### src/rtl/sme_pkg.sv
// sme_pkg: shared constants and types for the SME AES column sequencer.
// Build option SME_AES_SEQ_REMASK_EN (see sme_aes_seq) does not affect this file.
package sme_pkg;

  localparam int XL   = 32;                     // datapath width
  localparam int SM   = 3;                      // maximum hardware shares
  localparam int RMAX = SM + SM * (SM - 1) / 2; // guard words available on rng
  localparam int RM   = RMAX * XL;              // total rng bits

  // Sequencer state, also exported on the debug port.
  typedef enum logic [1:0] {
    IDLE = 2'd0,
    RUN  = 2'd1,
    DONE = 2'd2
  } sme_state_e;

  // Byte select presented to sme_crypto.
  typedef logic [1:0] sme_bs_t;

  localparam sme_bs_t BS_LAST = 2'd3;

  // One-hot op code, bit order {aesdsm, aesds, aesesm, aeses}.
  function automatic logic [3:0] op_onehot(input logic dec, input logic mix);
    logic [3:0] v_op;
    v_op = 4'b0000;
    case ({dec, mix})
      2'b00:   v_op = 4'b0001;
      2'b01:   v_op = 4'b0010;
      2'b10:   v_op = 4'b0100;
      default: v_op = 4'b1000;
    endcase
    return v_op;
  endfunction

endpackage

### src/rtl/sme_share_refresh.sv
// sme_share_refresh: combinational share refresh. Every share except the
// last is XORed with its own rng word; the last share absorbs the XOR of
// those same words, so the unmasked value (XOR of all shares) is preserved.
// Only instantiated by sme_aes_seq when SME_AES_SEQ_REMASK_EN is defined.
module sme_share_refresh
  import sme_pkg::*;
#(
  parameter int XLEN = XL,
  parameter int SMAX = SM,
  parameter int RNUM = SMAX + SMAX * (SMAX - 1) / 2
) (
  input  logic [SMAX-1:0][XLEN-1:0] i_shares,
  input  logic [RNUM-1:0][XLEN-1:0] i_rng,
  output logic [SMAX-1:0][XLEN-1:0] o_shares
);

  logic [XLEN-1:0] w_mask_sum;
  logic            w_rng_unused;

  // Guard words beyond the first SMAX-1 are reserved for other refresh schemes.
  assign w_rng_unused = ^i_rng[RNUM-1:SMAX-1];

  // Mask the leading shares and fold the same masks into the last share.
  always_comb begin
    o_shares   = i_shares;
    w_mask_sum = '0;
    for (int i = 0; i < SMAX - 1; i++) begin
      o_shares[i] = i_shares[i] ^ i_rng[i];
      w_mask_sum  = w_mask_sum ^ i_rng[i];
    end
    o_shares[SMAX-1] = i_shares[SMAX-1] ^ w_mask_sum;
  end

endmodule

### src/rtl/sme_aes_seq.sv
// sme_aes_seq: masked AES column sequencer. One accepted request drives four
// byte-select steps (bs = 0..3) through sme_crypto, feeding each step's rd
// shares back in as the next step's rs1, and returns the whole column result.
// Build option: define SME_AES_SEQ_REMASK_EN to refresh the captured shares
// from rng on every step; otherwise rng is ignored. Timing is identical.
//
// Handshakes (all strict valid/ready): a transfer happens on a rising edge
// where valid && ready. req_ready is high only in IDLE (and not during flush);
// rsp_valid is high only in DONE and holds rsp_rd stable until rsp_ready;
// cu_valid is high throughout RUN and only drops after the last cu_ready,
// on flush or on reset.
module sme_aes_seq
  import sme_pkg::*;
#(
  parameter  int XLEN = XL,
  parameter  int SMAX = SM,
  localparam int RNUM = SMAX + SMAX * (SMAX - 1) / 2
) (
  input  logic                      g_clk,
  input  logic                      g_resetn,
  output logic                      g_clk_req,
  input  logic                      flush,
  input  logic [RNUM-1:0][XLEN-1:0] rng,
  input  logic                      req_valid,
  output logic                      req_ready,
  input  logic                      req_dec,
  input  logic                      req_mix,
  input  logic [SMAX-1:0][XLEN-1:0] req_rs1,
  input  logic [SMAX-1:0][XLEN-1:0] req_rs2,
  output logic                      rsp_valid,
  input  logic                      rsp_ready,
  output logic [SMAX-1:0][XLEN-1:0] rsp_rd,
  output logic                      cu_valid,
  input  logic                      cu_ready,
  output logic                      cu_op_aeses,
  output logic                      cu_op_aesesm,
  output logic                      cu_op_aesds,
  output logic                      cu_op_aesdsm,
  output sme_bs_t                   cu_bs,
  output logic [SMAX-1:0][XLEN-1:0] cu_rs1,
  output logic [SMAX-1:0][XLEN-1:0] cu_rs2,
  input  logic [SMAX-1:0][XLEN-1:0] cu_rd,
  output logic                      cu_flush,
  output logic [1:0]                dbg_state
);

  sme_state_e                r_state;
  sme_state_e                w_state_nxt;
  sme_bs_t                   r_bs_ctr;
  logic [SMAX-1:0][XLEN-1:0] r_acc;
  logic [SMAX-1:0][XLEN-1:0] r_rs2;
  logic                      r_dec;
  logic                      r_mix;
  logic [SMAX-1:0][XLEN-1:0] w_cap;
  logic [3:0]                w_op;
  logic                      w_accept;
  logic                      w_step;
  logic                      w_last;
  logic                      w_rsp_done;

  // Handshake events, derived from state directly so they never loop
  // through the combinational output block.
  assign w_accept   = (r_state == IDLE) && req_valid && !flush;
  assign w_step     = (r_state == RUN) && cu_ready;
  assign w_last     = (r_bs_ctr == BS_LAST);
  assign w_rsp_done = (r_state == DONE) && rsp_ready;

`ifdef SME_AES_SEQ_REMASK_EN
  sme_share_refresh #(
    .XLEN (XLEN),
    .SMAX (SMAX),
    .RNUM (RNUM)
  ) u_share_refresh (
    .i_shares (cu_rd),
    .i_rng    (rng),
    .o_shares (w_cap)
  );
`else
  logic w_rng_unused;

  assign w_cap        = cu_rd;
  assign w_rng_unused = ^rng;
`endif

  // State register.
  always_ff @(posedge g_clk or negedge g_resetn) begin
    if (!g_resetn) begin
      r_state <= IDLE;
    end else begin
      r_state <= w_state_nxt;
    end
  end

  // Next-state decode and handshake outputs; flush overrides every transition.
  always_comb begin
    w_state_nxt = r_state;
    req_ready   = 1'b0;
    rsp_valid   = 1'b0;
    cu_valid    = 1'b0;
    rsp_rd      = '0;
    w_op        = 4'b0000;
    case (r_state)
      IDLE: begin
        req_ready = !flush;
        if (w_accept) begin
          w_state_nxt = RUN;
        end
      end
      RUN: begin
        cu_valid = 1'b1;
        w_op     = op_onehot(r_dec, r_mix);
        if (cu_ready && w_last) begin
          w_state_nxt = DONE;
        end
      end
      DONE: begin
        rsp_valid = 1'b1;
        rsp_rd    = r_acc;
        if (rsp_ready) begin
          w_state_nxt = IDLE;
        end
      end
      default: begin
        w_state_nxt = IDLE;
      end
    endcase
    if (flush) begin
      w_state_nxt = IDLE;
    end
  end

  // Request latch, accumulator chaining and byte-select counter. The counter
  // naturally wraps 3 -> 0 on the last step, which leaves it ready for the
  // next request; the accumulator is cleared once the result is consumed so
  // nothing stale lingers between operations.
  always_ff @(posedge g_clk or negedge g_resetn) begin
    if (!g_resetn) begin
      r_acc    <= '0;
      r_rs2    <= '0;
      r_dec    <= 1'b0;
      r_mix    <= 1'b0;
      r_bs_ctr <= '0;
    end else if (flush) begin
      r_acc    <= '0;
      r_rs2    <= '0;
      r_dec    <= 1'b0;
      r_mix    <= 1'b0;
      r_bs_ctr <= '0;
    end else if (w_accept) begin
      r_acc    <= req_rs1;
      r_rs2    <= req_rs2;
      r_dec    <= req_dec;
      r_mix    <= req_mix;
      r_bs_ctr <= '0;
    end else if (w_step) begin
      r_acc    <= w_cap;
      r_bs_ctr <= r_bs_ctr + 2'd1;
    end else if (w_rsp_done) begin
      r_acc    <= '0;
    end
  end

  assign g_clk_req    = (r_state != IDLE);
  assign cu_flush     = flush;
  assign cu_bs        = r_bs_ctr;
  assign cu_rs1       = r_acc;
  assign cu_rs2       = r_rs2;
  assign cu_op_aeses  = w_op[0];
  assign cu_op_aesesm = w_op[1];
  assign cu_op_aesds  = w_op[2];
  assign cu_op_aesdsm = w_op[3];
  assign dbg_state    = r_state;

endmodule
### config.mk
export PLATFORM = sky130hd
export DESIGN_NAME = sme_aes_seq
export DESIGN_NICKNAME = d
export VERILOG_FILES = /design/src/rtl/sme_pkg.sv /design/src/rtl/sme_share_refresh.sv /design/src/rtl/sme_aes_seq.sv
export SDC_FILE = /design/constraint.sdc
export NUM_CORES = 1
export LEC_CHECK = 0
export BUFFER_PORTS_ARGS = -buffer_cell sky130_fd_sc_hd__buf_2
export CORE_AREA = 4 4 304 306
export DETAILED_ROUTE_END_ITERATION = 7
export DIE_AREA = 0 0 308 310
export HOLD_SLACK_MARGIN = 0.15
export SLEW_MARGIN = 20
export SYNTH_ARGS = -nofsm -noshare
export SYNTH_HDL_FRONTEND = slang
export SYNTH_SLANG_ARGS = --single-unit
### constraint.sdc
create_clock -name g_clk -period 2.3 [get_ports g_clk]
set_clock_uncertainty 0.05 [all_clocks]
set_input_delay 0.345 -clock g_clk [delete_from_list [all_inputs] [get_ports g_clk]]
set_output_delay 0.345 -clock g_clk [all_outputs]
set_load 0.005 [all_outputs]
==> metrics.txt, run 1 <==
leading area contributor after synthesis=dfrtp_1; grt total ovfl=0; IO Port Bufs=596; crit path kind=reg -> reg; reg-to-reg critical path startpoint=dbg_state[0]$_DFFE_PN0P_; Post-Synth Adder-Cell Area=0.001475; routed vias=10,290; initial antenna violation count=5; largest family of logic cells by synthesized area=compound AO/OA/AOI/OAI gates; vias in the first global route=10,740; Detail Route Antenna Nets=0; Async SR Flop Fraction=1.000; vias per cell=3.592; YS warnings=0; Post-synth EDFFs=0; Max Fclk=0.4331 GHz; Hold Path Sink=cu_rs1[55]$_DFFE_PN0P_; hpwl dp=33,270 um; WHS=0.2267 ns; failing checks=negative setup slack; Placer Congestion=0.7809; final hold vios=0; H-Tree Depth=4; maximum fanout along the worst path=78; Compound-Gate Fraction of Synth Area=0.2618; Critical Path AT=2.66 ns; TritonCTS Buffers=17; actual slew at the worst max-slew pin=1.058 ns; WP data required=2.65 ns; mux cell area share after synthesis=0.002507; Layout Nets=2,164; layout cells sized above 1=0.4422; CTS max path bufs=2; DR WL/cell=17.51 um; fin worst setup slack=-0.008959 ns; starting density of the core=0.09469; Die Y=310 um; Max stage delay on crit path=0.62 ns; Hold Crit Start=cu_rd[55]; FP Rows=110; insertion delay to the later sink of the worst-skew pair=0.48 ns; CP Capture Type=flip-flop; Pwr Density=524.4 nW/um^2; I/O Pins=789; Synthesized Nets=1,257; final WL=50,180 um; Worst R2R Setup Slack=-0.009 ns; ys flop type=dfrtp_1; Pre-antenna DRT Iters=5; core area=89,600 um^2; Post-route DRC=0; Global Route Usage Sum=0.09505; Setup-failing EPs final=1; RSZ-0062 raised after global routing=true; crit path time final=2.309 ns; Synth top area share=0.5840; Reg2Reg Depth=4; family with the most delay on the worst path=compound AO/OA/AOI/OAI gates; drt first-iter violations=612; total die area=95,480 um^2; placed cells=2,537; register bit total from synthesis=198; FF-to-FF End=cu_rs1[33]$_DFFE_PN0P_; cell count after synthesis=768; worst path bufs/invs=1; synth top area cells=dfrtp_1 (58%), a22o_1 (10%), a22oi_1 (8.5%); Leak=0.008322 uW; final core utilization=0.1899; Slew headroom=0.2950; area added between synthesis and finish=100.5%; most frequent cell after synthesis=dfrtp_1; Synth top cells by count=dfrtp_1 (198), a22o_1 (98), a22oi_1 (96), inv_1 (82), nor3_1 (79); Avg Synthesized Cell Area=11.05 um^2; largest net degree at the start of global routing=79; worst-path cell chain=buf_4 -> mux2_2 -> a221o_4 -> o21ai_1; Synth Cell Area=8484 um^2; Startpoint Class=flip-flop; TritonCTS clock tree=built; Layout Cells excl Fill=2,865; Root Buffer=clkbuf_16; Reg clk slew, reported paths=0.09 ns; post-synthesis sequential area ratio=0.5840; Worst Hold Class=in -> reg; CP max-delay cell=a221o_4; max-slew violations=0; worst hold stages=3; first-pass GRT wire length=67,090 um; Die X=308 um; Worst VDD drop=0.5541 mV; max-cap violations=0; status=complete, but fails checks; clk sinks=198; Post-Synth XOR/XNOR Area=0.001032; Tcrit/Tclk final=1.004; Synth cell types=37; Synth Area in Simple Gates=0.07226
==> cells by family (layout without fill, tap and decap cells) <==
family          after synthesis  after routing
fa+ha+maj                     1              1
buf+inv                     157           1076
flops                       198            198
xor+xnor                      1              1
mux                           2              2
compound gates              297            297
other cells                   0              2
simple gates                112            112
==> worst reg2reg max path, stage by stage (launching register included) <==
cell,delay (ns)
dfrtp_4,0.52
buf_4,0.16
mux2_2,0.32
a221o_4,0.62
o21ai_1,0.56
==> stage by stage <==
step,area (um^2),setup slack (ns),TNS [ns],total power (uW)
floorplan,8484,0.5512,0,4498
global placement,13290,0.07087,0,5476
detailed placement,13290,0.06863,0,5488
CTS,16820,-0.06338,-0.3538,9071
global route,17010,-0.08078,-0.7978,9417
finish,17020,-0.008959,-0.008959,8923
==> state kept, by name, indices dropped and copies added (netlist names) <==
| register | flops |
|---|---|
| cu_bs | 2 |
| cu_rs1 | 96 |
| r_mix | 1 |
| dbg_state | 2 |
| r_dec | 1 |
| cu_rs2 | 96 |
==> timing repair <==
item                       4_1_cts  5_1_grt
pin swaps                        0        1
resized for setup               19       35
hold buffers                   286        0
hold endpoints to repair       259        0
setup endpoints to repair       79       47
gates cloned                     0        3
buffers inserted                 3        3
==> cells in the final DEF, fill, tap and decap left out, drive strengths merged <==
cell,Yosys,layout
diode,0,2
nor4bb,1,1
and3b,1,1
a21o,1,1
mux2i,1,1
nor4b,1,1
a21oi,2,2
ha,1,1
nor2,5,5
o21ai,78,78
mux2,1,1
nand2,2,2
and2b,1,1
o2bb2ai,18,18
buf,39,673
clkbuf,35,20
nor3,79,79
and2,19,19
a22oi,96,96
inv,83,90
a221oi,1,1
a32oi,2,2
nor2b,1,1
dfrtp,198,198
a221o,1,1
clkinv,0,7
nor3b,1,1
xor2,1,1
dlygate4sd3,0,286
a22o,98,98
and3,1,1
==> cell type report <==
class | count | area (um^2)
fillers | 9676 | 72580
repair buffers | 962 | 6659
flip-flops and latches | 198 | 4960
clock inverters | 14 | 141.4
inverters | 83 | 316.6
diodes | 2 | 5.005
clock buffers | 17 | 425.4
well taps | 1176 | 1471
multi-input cells | 413 | 3037
==> report_power, final <==
group / internal [uW] / switching [uW] / total (uW)
registers: 3740 / 168 / 3900
clock network: 1430 / 1610 / 3040
logic: 1000 / 977 / 1980
total: 6170 / 2750 / 8920
==> worst max-delay path by stage <==
stage,start,to,slack (ns),depth (start not counted)
finish,dbg_state[0]$_DFFE_PN0P_,cu_rs1[33]$_DFFE_PN0P_,-0.009,4
global placement,flush,cu_rs1[39]$_DFFE_PN0P_,0.07,6
detailed placement,flush,cu_rs1[39]$_DFFE_PN0P_,0.07,6
CTS,dbg_state[1]$_DFFE_PN0P_,rsp_rd[13],-0.06,6
global route,dbg_state[0]$_DFFE_PN0P_,rsp_rd[13],-0.08,5
floorplan,dbg_state[1]$_DFFE_PN0P_,rsp_rd[74],0.55,5
==> layer usage <==
layer	vias to the layer above	wire length, um	GRT usage	share of wire
met5	-	0	0	0
met4	0	2501	0.05733	0.050
met3	118	4497	0.03090	0.090
met2	753	23660	0.1610	0.47
met1	4816	19530	0.1042	0.39
li1	4605	-	-	-
Power figures use the tool's default switching activity.
==> inputs of run 2 (changes only) <==
- SETUP_SLACK_MARGIN: default -> 0.1
==> run 2 against run 1 <==
  * The run now ends clean
  * Sequential share of layout area fell by 1.0 points
  * Non-clock buffer count rose by 17
  * Global-route usage rose by 0.25 points
  * Combinational power rose by 6%
  * Setup slack improved by 0.054 ns
  * Sequential cell count did not move
  * Clock power barely moved
  * Register-to-register slack improved by 0.13 ns
  * Die area did not move
  * Final cell count rose by 0.91%
  * Utilization rose by 0.71 points
  * Critical path depth rose by 1
  * Critical path type is now reg -> out
  * Largest cell class unchanged
  * Highest routed layer unchanged
==> metrics.txt, run 2 (synthesis gave the netlist of run 1 again) <==
Layout Nets=2,185 (+0.97%); Worst VDD drop=0.5543 mV (about the same); total die area=95,480 um^2 (unchanged); max-slew violations=0 (unchanged); Setup-failing EPs final=0 (-1); core area=89,600 um^2 (unchanged); Leak=0.008556 uW (+2.8%); Pwr Density=513.2 nW/um^2 (-2.1%); area added between synthesis and finish=108.0%; Critical Path Most Common Cell=buf_12; CP max-delay cell=dfrtp_4; Worst Hold Class=in -> reg; max-cap violations=0 (unchanged); starting density of the core=0.09469 (unchanged); Post-route DRC=0 (unchanged); dpl ws=0.06863 ns (unchanged); Storage cell area=4960 um^2 (unchanged); vias in the first global route=10,860 (+1.1%); uppermost layer routed=met4; largest net degree at the start of global routing=79 (unchanged); CP Capture Type=output port; drt first-iter violations=671 (+9.6%); crit path time final=2.255 ns (-0.05438 ns); Max stage delay on crit path=0.52 ns (-0.10 ns); DR WL/cell=19.23 um (+9.8%); maximum fanout along the worst path=26 (-67%); Startpoint Class=flip-flop; Critical Path AT=1.86 ns (-0.80 ns); IO Port Bufs=596 (unchanged); Detail Route Antenna Nets=0 (unchanged); WP data required=1.90 ns (-0.75 ns); design area=17,650 um^2 (+3.7%); placed cell area=13,290 um^2 (unchanged); Slew headroom=0.5023 (+0.2073); Root Buffer=clkbuf_16; most frequent cells in the layout=buf_2 (574), dlygate4sd3_1 (286), dfrtp_1 (196); insertion delay to the later sink of the worst-skew pair=0.49 ns (about the same); initial antenna violation count=7 (+2); FILL cells=9,600 (-0.79%); FP Rows=110 (unchanged); Multi-input gate area=3242 um^2 (+6.8%); Metal-1 WL=22,140 um (+13%); grt total ovfl=0 (unchanged); worst-path cell chain=buf_12 -> buf_12 -> buf_4 -> nor3_1 -> buf_2; Global Route Usage Sum=0.09756 (+0.002511); Pre-antenna DRT Iters=4 (-1); Routed met3 length=4491 um (-0.13%); Die X=308 um (unchanged); TritonCTS clock tree=built; layout cells sized above 1=0.4660 (+0.02384); Placer Congestion=0.7809 (unchanged); RSZ-0062 raised after global routing=true; H-Tree Depth=4 (unchanged); Max Fclk=0.4435 GHz (+2.4%); first-pass GRT wire length=68,690 um (+2.4%); final WL=55,600 um (+11%); Tcrit/Tclk final=0.9803 (-0.02364); Die Y=310 um (unchanged); I/O Pins=789 (unchanged); crit path kind=reg -> out; CTS max path bufs=2 (unchanged); vias per cell=3.662 (+2.0%); wire length on met2=26,240 um (+11%); status=finished, final reports clean; fin worst setup slack=0.04542 ns (+0.05438 ns); Reg clk slew, reported paths=0.09 ns (about the same); TritonCTS Buffers=17 (unchanged); clk sinks=198 (unchanged); actual slew at the worst max-slew pin=0.7466 ns (-0.3110 ns); final hold vios=0 (unchanged); hpwl dp=33,270 um (unchanged); commonest non-fill, non-tap cell in the layout=buf_2; routed vias=10,590 (+2.9%)
## run 2: changes by cell type in the layout (fill, tap and decap cells not counted), sizes merged
cell / previous run / this run
buf: 673 / 688
a221o: 1 / 5
diode: 2 / 7
clkbuf: 20 / 22
## run 2: worst max-delay path, delay by kind of cell (launching register included)
family        cells  cell delay (ns)
buf+inv           4             0.65
flops             1             0.52
simple gates      1             0.14
## run 2: timing repair
item | CTS | global route
resized for setup | 51 | 67
endpoints found under the hold margin | 259 | 0
cloned | 2 | 9
buffers inserted | 10 | 10
setup endpoints to repair | 102 | 157
pin swaps | 4 | 4
hold buffers | 286 | 0
## run 2: cell type report
class / count / share of cell area
timing repair buffer: 979 / 0.4004
sequential: 198 / 0.2811
multi-input combinational: 417 / 0.1837
tap: 1176 / 0.08338
clock buffer: 17 / 0.02411
inverter: 83 / 0.01836
clock inverter: 14 / 0.008012
antenna: 7 / 0.0009926
## run 2: final timing paths
| check | slack (ns) | startpoint | end | depth (start not counted) |
|---|---|---|---|---|
| min | 0.25 | req_rs1[62] | cu_rs1[62]$_DFFE_PN0P_ | 4 |
| min in group asynchronous | 0.35 | g_resetn | cu_rs2[27]$_DFFE_PN0P_ | 2 |
| max reg2reg | 0.12 | dbg_state[0]$_DFFE_PN0P_ | cu_rs1[72]$_DFFE_PN0P_ | 4 |
| max | 0.05 | dbg_state[0]$_DFFE_PN0P_ | rsp_rd[52] | 5 |
| max in group asynchronous | 1.10 | g_resetn | cu_rs1[79]$_DFFE_PN0P_ | 3 |
| min reg2reg | 0.45 | cu_rs2[74]$_DFFE_PN0P_ | cu_rs2[74]$_DFFE_PN0P_ | 1 |
## run 2: routing by layer
layer | vias up | global-route usage
met5 | - | 0
met4 | 0 | 0.06409
met3 | 128 | 0.03294
met2 | 711 | 0.1614
met1 | 5073 | 0.1073
li1 | 4676 | -
## run 2: report_power, final
group          switching, uW  internal [uW]  total (uW)
clock                   1620           1430        3050
sequential               171           3740        3910
combinational           1050           1040        2100
total                   2840           6210        9060
## run 2: metrics by stage
| stage | instances | TNS (ns) | util | hold slack (ns) | power (uW) |
|---|---|---|---|---|---|
| floorplan | 768 | 0 | - | -0.0005911 | 4498 |
| global route | 2885 | -0.7757 | 0.1968 | 0.2123 | 9530 |
| CTS | 2866 | -0.3565 | 0.1903 | 0.1600 | 9092 |
| finish | 2891 | 0 | 0.1970 | 0.2530 | 9056 |
| detailed placement | 2537 | 0 | 0.1483 | 0.3175 | 5488 |
| global placement | 2537 | 0 | 0.1483 | 0.3108 | 5476 |
